### src/rtl/xc_malu_pkg.sv
// Shared definitions for the xc_malu divider path.
//   - Divider FSM state encodings (IDLE/RUN/DONE), kept as plain 2-bit
//     constants so that existing xc_malu code can still compare against them.
//   - cnt_width(): width of the step counter for a W-bit divider.
package xc_malu_pkg;

  localparam logic [1:0] IDLE = 2'd0;
  localparam logic [1:0] RUN  = 2'd1;
  localparam logic [1:0] DONE = 2'd2;

  // The counter has to hold W-1, so $clog2(W) bits are enough for any W >= 2.
  function automatic int unsigned cnt_width(input int unsigned w);
    return $clog2(w);
  endfunction

endpackage

### src/rtl/xc_malu_divstep.sv
// One radix-2 restoring division step (purely combinational).
//   rem     in  W  partial remainder (always < dvs)
//   dvd     in  W  dividend shift register; quotient bits enter at the LSB
//   dvs     in  W  divisor magnitude
//   rem_nxt out W  partial remainder after the step
//   dvd_nxt out W  dividend/quotient register after the step
module xc_malu_divstep #(
  parameter int unsigned W = 32
) (
  input  logic [W-1:0] rem,
  input  logic [W-1:0] dvd,
  input  logic [W-1:0] dvs,
  output logic [W-1:0] rem_nxt,
  output logic [W-1:0] dvd_nxt
);

  logic [W:0] shifted;
  logic [W:0] trial;

  // Because rem < dvs holds between steps, the true trial value lies in
  // [-dvs, dvs-1], so W+1 bits are enough and trial[W] is its sign.
  always_comb begin
    shifted = {rem, dvd[W-1]};
    trial   = shifted - {1'b0, dvs};
    if (trial[W]) begin
      rem_nxt = shifted[W-1:0];
    end else begin
      rem_nxt = trial[W-1:0];
    end
    dvd_nxt = {dvd[W-2:0], ~trial[W]};
  end

endmodule

### src/rtl/xc_malu_divrem.sv
// Multi-cycle W-bit divide/remainder unit (radix-2 restoring) with
// RISC-V M semantics and early-out for divide-by-zero and signed overflow.
//   clock     in   1  system clock
//   resetn    in   1  asynchronous active-low reset
//   flush     in   1  abandon / retire the current operation
//   valid     in   1  operands valid, held until ready
//   rs1       in   W  dividend
//   rs2       in   W  divisor
//   mod_sign  in   1  operands are two's-complement signed
//   ready     out  1  result_q/result_r valid
//   busy      out  1  iterating (RUN state)
//   result_q  out  W  quotient
//   result_r  out  W  remainder
module xc_malu_divrem
  import xc_malu_pkg::*;
#(
  parameter int unsigned W = 32
) (
  input  logic         clock,
  input  logic         resetn,
  input  logic         flush,
  input  logic         valid,
  input  logic [W-1:0] rs1,
  input  logic [W-1:0] rs2,
  input  logic         mod_sign,
  output logic         ready,
  output logic         busy,
  output logic [W-1:0] result_q,
  output logic [W-1:0] result_r
);

  localparam int unsigned CW = cnt_width(W);
  localparam logic [W-1:0] MIN_NEG = {1'b1, {(W-1){1'b0}}};

  logic [1:0]    state_q, state_d;
  logic [CW-1:0] cnt_q,   cnt_d;
  logic [W-1:0]  rem_q,   rem_d;
  logic [W-1:0]  dvd_q,   dvd_d;
  logic [W-1:0]  dvs_q,   dvs_d;
  logic          negq_q,  negq_d;
  logic          negr_q,  negr_d;
  logic [W-1:0]  quo_q,   quo_d;
  logic [W-1:0]  rmd_q,   rmd_d;

  logic [W-1:0]  rs1_abs;
  logic [W-1:0]  rs2_abs;
  logic [W-1:0]  rem_nxt;
  logic [W-1:0]  dvd_nxt;

  xc_malu_divstep #(
    .W (W)
  ) u_step (
    .rem     (rem_q),
    .dvd     (dvd_q),
    .dvs     (dvs_q),
    .rem_nxt (rem_nxt),
    .dvd_nxt (dvd_nxt)
  );

  always_comb begin
    rs1_abs = (mod_sign && rs1[W-1]) ? -rs1 : rs1;
    rs2_abs = (mod_sign && rs2[W-1]) ? -rs2 : rs2;
  end

  always_comb begin
    state_d = state_q;
    cnt_d   = cnt_q;
    rem_d   = rem_q;
    dvd_d   = dvd_q;
    dvs_d   = dvs_q;
    negq_d  = negq_q;
    negr_d  = negr_q;
    quo_d   = quo_q;
    rmd_d   = rmd_q;

    case (state_q)
      IDLE: begin
        if (valid && !flush) begin
          if (rs2 == '0) begin
            quo_d   = '1;
            rmd_d   = rs1;
            state_d = DONE;
          end else if (mod_sign && (rs1 == MIN_NEG) && (rs2 == '1)) begin
            quo_d   = rs1;
            rmd_d   = '0;
            state_d = DONE;
          end else begin
            dvd_d   = rs1_abs;
            dvs_d   = rs2_abs;
            rem_d   = '0;
            cnt_d   = CW'(W - 1);
            negq_d  = mod_sign & (rs1[W-1] ^ rs2[W-1]);
            negr_d  = mod_sign & rs1[W-1];
            state_d = RUN;
          end
        end
      end

      RUN: begin
        if (flush || !valid) begin
          state_d = IDLE;
        end else begin
          rem_d = rem_nxt;
          dvd_d = dvd_nxt;
          if (cnt_q == '0) begin
            // Sign correction is applied to the final step's outputs so the
            // results are registered on the same edge that enters DONE.
            quo_d   = negq_q ? -dvd_nxt : dvd_nxt;
            rmd_d   = negr_q ? -rem_nxt : rem_nxt;
            state_d = DONE;
          end else begin
            cnt_d = cnt_q - 1'b1;
          end
        end
      end

      DONE: begin
        if (flush || !valid) begin
          state_d = IDLE;
        end
      end

      default: begin
        state_d = IDLE;
      end
    endcase
  end

  always_ff @(posedge clock or negedge resetn) begin
    if (!resetn) begin
      state_q <= IDLE;
      cnt_q   <= '0;
      rem_q   <= '0;
      dvd_q   <= '0;
      dvs_q   <= '0;
      negq_q  <= 1'b0;
      negr_q  <= 1'b0;
      quo_q   <= '0;
      rmd_q   <= '0;
    end else begin
      state_q <= state_d;
      cnt_q   <= cnt_d;
      rem_q   <= rem_d;
      dvd_q   <= dvd_d;
      dvs_q   <= dvs_d;
      negq_q  <= negq_d;
      negr_q  <= negr_d;
      quo_q   <= quo_d;
      rmd_q   <= rmd_d;
    end
  end

  assign ready    = (state_q == DONE);
  assign busy     = (state_q == RUN);
  assign result_q = quo_q;
  assign result_r = rmd_q;

endmodule
### config.mk
export PLATFORM = sky130hd
export DESIGN_NAME = xc_malu_divrem
export DESIGN_NICKNAME = d
export VERILOG_FILES = /design/src/rtl/xc_malu_pkg.sv /design/src/rtl/xc_malu_divstep.sv /design/src/rtl/xc_malu_divrem.sv
export SDC_FILE = /design/constraint.sdc
export NUM_CORES = 1
export LEC_CHECK = 0
export CORE_MARGIN = 5
export CORE_UTILIZATION = 43
export DETAILED_ROUTE_END_ITERATION = 6
export PLACE_DENSITY_LB_ADDON = 0.25
export SYNTH_ARGS = -nofsm -noshare
export SYNTH_HDL_FRONTEND = slang
export SYNTH_HIERARCHICAL = 1
export SYNTH_SLANG_ARGS = --single-unit
### constraint.sdc
create_clock -name clock -period 6.7 [get_ports clock]
set_input_delay 0.67 -clock clock [delete_from_list [all_inputs] [get_ports clock]]
set_output_delay 0.67 -clock clock [all_outputs]
set_load 0.02 [all_outputs]
==> results of run 1 <==
[worst max path at each step]
stage	start	end	slack, ns	cells past startpoint
floorplan	dvd_q[31]	result_r[29]	1.47	21
global placement	dvd_q[31]	result_r[27]	1.06	19
detailed placement	dvd_q[31]	result_r[27]	0.91	19
CTS	dvd_q[31]	result_r[27]	0.89	19
global route	dvd_q[31]	result_r[27]	0.54	19
finish	dvd_q[31]	result_r[27]	0.85	19
[sequential cells by signal, summed over array words and instances (netlist names)]
| register | flops |
|---|---|
| negr_q | 1 |
| cnt_q | 5 |
| state_q | 2 |
| result_r | 32 |
| dvd_q | 32 |
| rem_q | 32 |
| negq_q | 1 |
| dvs_q | 32 |
| result_q | 32 |
[through the flow]
step	utilization (%)	setup slack, ns	hold slack [ns]
after floorplan	-	1.473	0.3744
after global routing	49.05	0.5378	0.3549
after CTS	49.05	0.8874	0.3117
after global placement	47.18	1.060	0.4915
after detailed placement	47.18	0.9094	0.4951
final	49.05	0.8483	0.2837
[power breakdown]
| part | switching, mW | internal, mW |
|---|---|---|
| clock | 0.468 | 0.523 |
| sequential | 0.139 | 1.14 |
| combinational | 1.37 | 0.914 |
| total | 1.98 | 2.58 |
[synthesized netlist by cell type, drive strengths merged, types with 6 or more instances]
cell type	number
a21o	18
a21oi	57
a22o	13
a31oi	16
a41oi	7
and3	7
buf	69
clkbuf	52
dfrtp	169
ha	39
inv	63
mux2	75
mux2i	33
nand2	137
nand2b	7
nand3	42
nand4	16
nor2	56
nor3	26
nor3b	6
nor4	21
o21a	7
o21ai	208
o22ai	15
o31ai	45
o41ai	22
or2	7
or3	19
or4	27
xnor2	64
xor2	76
[metal layers]
layer	global-route usage (%)	up-vias	wire (um)
li1	-	5404	-
met1	33.85	5558	18610
met2	35.13	427	17680
met3	2.828	54	2447
met4	6.224	0	773
met5	0	-	0
[worst register-to-register path: stages, from the launching register on]
cell and delay [ns]:
dfrtp_1 0.36, inv_1 0.05, ha_1 0.22, fa_1 0.42
and2b_1 0.25, o2111ai_2 0.13, a21oi_2 0.23, o2111ai_1 0.21
a211oi_2 0.32, nor2_4 0.10, mux2i_4 0.34, and2_4 0.31
inv_8 0.14, mux2_4 0.34, or4_1 0.61, nor4_1 0.72
a41oi_1 0.30, xor2_1 0.22, a22o_1 0.19, mux2_4 0.27
[cells in the final DEF (no fill, tap or decap), drive strengths merged, types with 6 or more instances in the layout]
cell,n
o21a,7
mux2i,33
xnor2,64
clkbuf,18
mux2,75
nand2b,7
nand4,16
o21ai,208
and3,7
a22o,13
nand2,137
dfrtp,169
a21o,18
nor3b,6
clkdlybuf4s50,133
a31oi,16
nor3,26
a41oi,7
or4,27
nor4,21
inv,69
xor2,76
o31ai,45
ha,39
nor2,56
o22ai,15
nand3,42
a21oi,57
o41ai,22
or2,7
buf,12
or3,19
[area by class of cell]
class	instances	area (um^2)	area share (%)
Tap cell	396	495.5	3.320
Clock inverter	14	137.6	0.9222
Sequential cell	169	4229	28.34
Clock buffer	18	429.2	2.876
Timing Repair Buffer	145	1438	9.633
Inverter	64	249.0	1.668
Multi-Input combinational cell	1121	7946	53.24
[kinds of logic after synthesis]
| family | after synthesis | synth area share (%) |
|---|---|---|
| and+or+nand+nor | 393 | 15.39 |
| buffers and inverters | 187 | 7.726 |
| AOI/OAI and AO/OA | 440 | 20.63 |
| DFF | 169 | 32.16 |
| adders and majority gates | 40 | 3.863 |
| xor gates and xnor gates | 140 | 9.324 |
| muxes | 108 | 10.91 |
==> flow_summary_export.csv, run 1 <==
group,metric,value,unit
clocking,cts-buffers-inserted,17,
setup_path,rr_endpoint,"result_r[27]",
sta,slew_headroom,14.10,%
logic_synthesis,synth_top_area_share,32.16,%
logic_synthesis,synthesis.nets,1586,
sta,finClkSkew,0.01049,ns
pwr,leakagePower,6.474,nW
floorplan,fp.coreArea,0.03043,mm^2
pwr,peakVddDrop,0.0001964,V
grt,gr-total-overflow,0,
sta,fin_tns_setup,0,ns
drt,routed_wl,39510,um
cells_and_area,drive_gt1_share,9.993,%
sta,rsz0062_at_grt,"no",
cells_and_area,n_fill_cell,2895,
logic_synthesis,synth_async_sr_flop_share,100.0,%
setup_path,crit_chain,"inv_1 > ha_1 > fa_1 > and2b_1 > o2111ai_2 > a21oi_2 > o2111ai_1 > a211oi_2 > nor2_4 > mux2i_4 > and2_4 > inv_8 > mux2_4 > or4_1 > nor4_1 > a41oi_1 > xor2_1 > a22o_1 > mux2_4",
placement,port_buffers,134,
clocking,numClockSinks,169,
placement,dp_cells,1895,
setup_path,r2r_slack,0.85,ns
setup_path,r2r_start,"dvd_q[31]",
grt,grt_pass1_vias,10923,
floorplan,start_util,43.22,%
setup_path,crit_fanout,26,
floorplan,die-area,0.03418,mm^2
sta,period_needed,5.852,ns
floorplan,rows,64,
setup_path,crit_path_max_incr_delay,0.72,ns
drt,drcViolationCount,0,
sta,fmax,170.9,MHz
clocking,clockRootBuffer,"clkbuf_16",
cells_and_area,area_growth_syn_to_layout,13.49,%
setup_path,crit_family,"simple AND/OR/NAND/NOR gates",
clocking,cts.path.max_buffers,2,
setup_path,reg2regPathDepth,19,
pwr,cellPowerDensity,305.3,mW/mm^2
logic_synthesis,synth_flop_cell,"dfrtp_1",
placement,gp_congestion,0.9502,
setup_path,cpMostUsedCell,"mux2_4",
grt,grt_antenna_before_repair,0,
logic_synthesis,yosys_warnings,6,
floorplan,io_pins,135,
floorplan,die-width,184.9,um
logic_synthesis,postSynthCellCount,1477,
worst_hold_path,hp-class,"input port to async pin",
logic_synthesis,ys_ff_latch,169,
cells_and_area,fin_area,0.01492,mm^2
cells_and_area,antenna_cells,0,
sta,final_hold_viol_count,0,
setup_path,worstSetupPathType,"flop to flop",
placement,place_area,0.01436,mm^2
drt,vias_per_cell,5.938,
setup_path,critPathSlowestCell,"nor4_1",
setup_path,worstPathArrival,6.17,ns
sta,setup_viol_count_final,0,
clocking,cts_resized,0,
drt,detail_route.first_pass.iterations,5,
floorplan,die_h,184.9,um
grt,grt_max_degree,159,
logic_synthesis,seq_area_frac_synth,32.16,%
drt,postRouteAntennaNets,0,
sta,worstMarginPinSlew,1.278,ns
grt,grt_usage,22.79,%
clocking,cts_tree,"done",
outcome,status,"completed",
logic_synthesis,synth.area.top_cells,"dfrtp_1, o21ai_0, mux2_4",
setup_path,worstPathRequired,7.02,ns
logic_synthesis,synth_area,0.01315,mm^2
drt,routedWlPerCell,20.50,um
pwr,power,4.556,mW
run,maxCapViolCount,0,
clocking,clk_pin_slew,0.07,ns
grt,grt_pass1_wl,61960,um
clocking,postCtsSetupBuffers,0,
logic_synthesis,yosysTopAreaCell,"dfrtp_1",
sta,finalCritPeriodShare,87.34,%
logic_synthesis,synth-edff-count,0,
setup_path,critPathCaptureType,"flop",
placement,dp_hpwl,29190,um
clocking,holdBufCountCts,0,
logic_synthesis,ys_types,87,
setup_path,critPathLaunchType,"flop",
cells_and_area,final-instance-count-excl-fill,1927,
setup_path,crit_buf_inv,2,
drt,num_vias,11443,
sta,slew_violations,0,
clocking,clk-insertion-delay-late,0.44,ns
cells_and_area,nets,1627,
drt,drt_first_iter_violations,999,
logic_synthesis,syn-mean-instance-area,8.903,um^2
clocking,htreeDepth,4,
Power figures use the tool's default switching activity.
==> inputs of run 2 (changes only) <==
Settings changed: CORE_ASPECT_RATIO set to 0.75.
==> run 2 against run 1 <==
  * Sequential share of layout area fell by 0.055 points
  * Worst setup slack got worse by 0.058 ns
  * Via count rose by 0.64%
  * Critical path type unchanged
==> flow_summary_export.csv, run 2 (synthesis gave the netlist of run 1 again) <==
group,metric,value,unit
setup_path,crit_chain,"inv_1 > ha_1 > fa_1 > and2b_1 > o2111ai_2 > a21oi_2 > o2111ai_1 > a211oi_2 > nor2_4 > mux2i_4 > and2_4 > inv_8 > mux2_4 > or4_1 > nor4_1 > a41oi_1 > xor2_1 > a22o_1 > mux2_4",
clocking,cts.path.max_buffers,2,
cells_and_area,drive_gt1_share,9.935,%
placement,dp_hpwl,30350,um
setup_path,worstSetupPathType,"flop to flop",
setup_path,critPathLaunchType,"flop",
sta,finClkSkew,0.01914,ns
setup_path,crit_path_max_incr_delay,0.77,ns
clocking,postCtsSetupBuffers,0,
placement,place_ws,0.9520,ns
grt,grt_antenna_before_repair,0,
pwr,p_seq_share,27.6,%
clocking,holdBufCountCts,0,
clocking,htreeDepth,4,
cells_and_area,mostFrequentLayoutCell,"o21ai_0",
sta,fmax,169.2,MHz
clocking,numClockSinks,169,
drt,vias_per_cell,5.970,
floorplan,fp.coreArea,0.03014,mm^2
cells_and_area,area_growth_syn_to_layout,13.71,%
sta,rsz0062_at_grt,"no",
run,maxCapViolCount,0,
worst_hold_path,hp-class,"input port to async pin",
floorplan,die-width,211.9,um
cells_and_area,n_fill_cell,2892,
pwr,power,4.656,mW
sta,worstMarginPinSlew,1.365,ns
pwr,leakagePower,6.491,nW
cells_and_area,final-seq-area,0.004229,mm^2
sta,period_needed,5.910,ns
cells_and_area,final_cell_mix,"o21ai_0, dfrtp_1, nand2_1",
drt,drt_first_iter_violations,934,
cells_and_area,nets,1626,
pwr,peakVddDrop,0.0001811,V
placement,gp_congestion,0.9374,
grt,gr-total-overflow,0,
pwr,p_int,2.626,mW
floorplan,rows,55,
pwr,clockPowerShare,22.4,%
sta,slew_headroom,8.218,%
floorplan,io_pins,135,
sta,slew_violations,0,
clocking,clk-insertion-delay-late,0.45,ns
floorplan,die_h,161.4,um
setup_path,worstPathArrival,6.24,ns
pwr,switchingPower,2.030,mW
drt,routedWlPerCell,21.39,um
clocking,clockRootBuffer,"clkbuf_16",
sta,worst_slack,0.7901,ns
clocking,clk_pin_slew,0.07,ns
placement,port_buffers,134,
clocking,cts_resized,0,
drt,postRouteAntennaNets,0,
grt,grt_usage,23.65,%
drt,detail_route.first_pass.iterations,5,
sta,setup_viol_count_final,0,
clocking,cts-buffers-inserted,17,
grt,grt_max_degree,137,
cells_and_area,fin_util,49.61,%
sta,fin_tns_setup,0,ns
pwr,p_comb_share,50.1,%
floorplan,die-area,0.03422,mm^2
sta,finalCritPeriodShare,88.21,%
grt,grt_pass1_wl,64120,um
drt,num_vias,11516,
setup_path,critPathCaptureType,"flop",
cells_and_area,multi_input_area,0.007946,mm^2
pwr,switching_share,43.61,%
cells_and_area,antenna_cells,0,
setup_path,cpMostUsedCell,"mux2_4",
setup_path,crit_fanout,26,
drt,routed_wl,41260,um
setup_path,worstPathRequired,7.03,ns
pwr,cellPowerDensity,311.4,mW/mm^2
setup_path,critPathSlowestCell,"nor4_1",
outcome,status,"completed",
drt,drcViolationCount,0,
sta,final_hold_viol_count,0,
grt,grt_pass1_vias,11026,
clocking,cts_tree,"done",
floorplan,start_util,43.63,%
## run 2: routing by layer
metal | track usage [%] | vias up | wire length [um]
li1 | - | 5429 | -
met4 | 5.736 | 0 | 697
met5 | 0 | - | 0
met2 | 32.85 | 456 | 17070
met1 | 36.38 | 5587 | 20080
met3 | 6.175 | 44 | 3407
## run 2: per-stage QoR
stage | hold WS [ns] | instances | area, um^2
final | 0.3410 | 1929 | 14950
after global routing | 0.4357 | 1929 | 14950
after CTS | 0.3844 | 1929 | 14950
after detailed placement | 0.4947 | 1897 | 14350
after global placement | 0.4933 | 1897 | 14350
after floorplan | 0.3744 | 1477 | 13150
## run 2: final cells by class
class	count	area share (%)
multi-input cells	1121	53.14
flip-flops and latches	169	28.28
repair buffers	144	9.564
well taps	399	3.339
clock buffers	19	2.962
inverters	64	1.665
clock inverters	13	1.046
## run 2: final timing paths
kind | cells past startpoint | slack [ns] | endpoint | from
max in group asynchronous | 2 | 4.78 | rem_q[22] | resetn
max | 19 | 0.79 | result_r[27] | dvd_q[31]
min reg2reg | 1 | 0.51 | result_r[8] | result_r[8]
max reg2reg | 19 | 0.79 | result_r[27] | dvd_q[31]
min | 1 | 0.34 | result_r[8] | resetn
min in group clock | 1 | 0.51 | result_r[8] | result_r[8]
## run 2: power by group through the flow
stage          combinational [mW]  sequential, mW  clock [mW]
2_1_floorplan                1.84            1.23           0
3_3_place_gp                 2.24            1.29           0
3_5_place_dp                 2.27            1.30           0
4_1_cts                      2.28            1.28        1.05
5_1_grt                      2.53            1.30        1.09
6_report                     2.33            1.28        1.04
## run 2: critical path: cells and delay by family, from the launching register on
family / cells / cell delay, ns
mux: 3 / 0.96
simple gates: 5 / 2.09
flops: 1 / 0.37
compound gates: 6 / 1.35
buf+inv: 2 / 0.18
xor+xnor: 1 / 0.21
fa+ha+maj: 2 / 0.62
==> inputs of run 3 (changes only) <==
Settings changed: MAX_ROUTING_LAYER set to met4.
==> run 3 against run 2 <==
  * First-iteration DRC count decreased by 12%
  * Sequential power barely moved
  * Clock power barely moved
  * Non-clock buffer count up 2
  * Count of clock-buffer cells in the layout is 1 higher
  * Critical endpoint unchanged
==> flow_summary_export.csv, run 3 (synthesis gave the netlist of run 1 again) <==
group,metric,value,unit
outcome,status,"completed",
run,maxCapViolCount,0,
placement,dp_cells,1899,
setup_path,crit_path_max_incr_delay,0.75,ns
floorplan,die-area,0.03422,mm^2
setup_path,critPathCaptureType,"flop",
floorplan,fp.coreArea,0.03014,mm^2
grt,grt_antenna_before_repair,0,
drt,routed_wl,40820,um
clocking,cts-buffers-inserted,17,
pwr,peakVddDrop,0.0002503,V
floorplan,die-width,211.9,um
sta,finalCritPeriodShare,87.31,%
clocking,postCtsSetupBuffers,0,
placement,port_buffers,134,
grt,grt_usage,24.36,%
clocking,htreeDepth,4,
floorplan,io_pins,135,
setup_path,worstPathArrival,6.18,ns
cells_and_area,n_fill_cell,2888,
sta,period_needed,5.850,ns
sta,fmax,170.9,MHz
drt,routedWlPerCell,21.14,um
sta,slew_headroom,20.74,%
setup_path,critPathLaunchType,"flop",
floorplan,die_h,161.4,um
grt,grt_max_degree,136,
clocking,cts_tree,"done",
placement,gp_congestion,0.9305,
clocking,cts.path.max_buffers,2,
clocking,clk_pin_slew,0.08,ns
clocking,clk-insertion-delay-late,0.45,ns
worst_hold_path,hp-class,"input port to async pin",
setup_path,cpMostUsedCell,"mux2_4",
sta,finClkSkew,0.01664,ns
floorplan,rows,55,
drt,vias_per_cell,5.959,
cells_and_area,antenna_cells,0,
sta,final_hold_viol_count,0,
cells_and_area,final-instance-count-excl-fill,1931,
setup_path,crit_chain,"inv_1 > ha_1 > fa_1 > and2b_1 > o2111ai_2 > a21oi_2 > o2111ai_1 > a211oi_2 > nor2_4 > mux2i_4 > and2_4 > inv_8 > mux2_4 > or4_1 > nor4_1 > a41oi_1 > xor2_1 > a22o_1 > mux2_4",
clocking,holdBufCountCts,0,
clocking,cts_resized,0,
setup_path,worstSetupPathType,"flop to flop",
setup_path,crit_buf_inv,2,
setup_path,crit_family,"simple AND/OR/NAND/NOR gates",
placement,dp_hpwl,30270,um
drt,num_vias,11506,
setup_path,crit_fanout,26,
drt,drt_first_iter_violations,826,
clocking,clockRootBuffer,"clkbuf_16",
sta,setup_viol_count_final,0,
cells_and_area,area_growth_syn_to_layout,13.73,%
sta,rsz0062_at_grt,"no",
sta,worstMarginPinSlew,1.189,ns
clocking,numClockSinks,169,
grt,gr-total-overflow,0,
pwr,leakagePower,6.499,nW
cells_and_area,mostFrequentLayoutCell,"o21ai_0",
pwr,cellPowerDensity,308.7,mW/mm^2
drt,drcViolationCount,0,
setup_path,worstPathRequired,7.03,ns
drt,postRouteAntennaNets,0,
grt,grt_pass1_wl,64260,um
cells_and_area,drive_gt1_share,9.987,%
setup_path,critPathSlowestCell,"nor4_1",
sta,fin_tns_setup,0,ns
cells_and_area,nets,1628,
cells_and_area,final_cell_mix,"o21ai_0, dfrtp_1, nand2_1",
grt,grt_pass1_vias,11021,
floorplan,start_util,43.63,%
sta,slew_violations,0,
drt,detail_route.first_pass.iterations,5,
## run 3: metrics by stage
stage | power [mW] | util, % | setup WS [ns] | cell area [um^2] | hold slack [ns]
2_1_floorplan | 3.071 | - | 1.473 | 13150 | 0.3744
3_3_place_gp | 3.538 | 47.67 | 1.124 | 14370 | 0.4905
3_5_place_dp | 3.573 | 47.67 | 0.9681 | 14370 | 0.4988
4_1_cts | 4.593 | 49.62 | 0.9440 | 14960 | 0.2058
5_1_grt | 4.906 | 49.62 | 0.4847 | 14960 | 0.2270
6_report | 4.617 | 49.62 | 0.8503 | 14960 | 0.1889
## run 3: path summary, 6_finish.rpt
kind	slack, ns	endpoint	from	cells after the start
setup / recovery	0.85	result_r[27]	dvd_q[31]	19
hold / removal	0.19	rem_q[13]	resetn	1
setup reg to reg	0.85	result_r[27]	dvd_q[31]	19
hold reg to reg	0.51	dvs_q[2]	dvs_q[2]	2
max in group asynchronous	5.31	dvd_q[21]	resetn	2
min in group clock	0.51	dvs_q[2]	dvs_q[2]	2
## run 3: per-layer routing
layer	track usage (%)	share of wire [%]	up-vias
li1	-	-	5436
met3	5.670	8.4	44
met4	6.497	2.3	0
met2	32.65	41	457
met5	-	0	-
met1	36.55	49	5569
## run 3: worst reg2reg max path, delay by kind of cell (launching register included)
family / cells / cell delay (ns)
AND/OR/NAND/NOR: 5 / 2.05
AO/OA/AOI/OAI: 6 / 1.34
multiplexers: 3 / 0.95
adder cells (fa/ha/maj): 2 / 0.62
flip-flops: 1 / 0.37
XOR/XNOR: 1 / 0.21
buffers and inverters: 2 / 0.19
## run 3: layout make-up
| cell class | count | area [um^2] | area share [%] |
|---|---|---|---|
| clock buffer | 20 | 446.7 | 2.987 |
| clock inverter | 12 | 140.1 | 0.9370 |
| inverter | 64 | 249.0 | 1.665 |
| multi-input combinational | 1121 | 7946 | 53.13 |
| sequential | 169 | 4229 | 28.28 |
| tap | 399 | 499.2 | 3.338 |
| timing repair buffer | 146 | 1445 | 9.663 |
## run 3: report_power, final
part	leakage, nW	total, mW	switching, mW	internal (mW)
Sequential	2.17	1.28	0.142	1.14
Combinational	4.04	2.32	1.41	0.914
Clock	0.290	1.01	0.445	0.565
Total	6.50	4.62	2.00	2.62
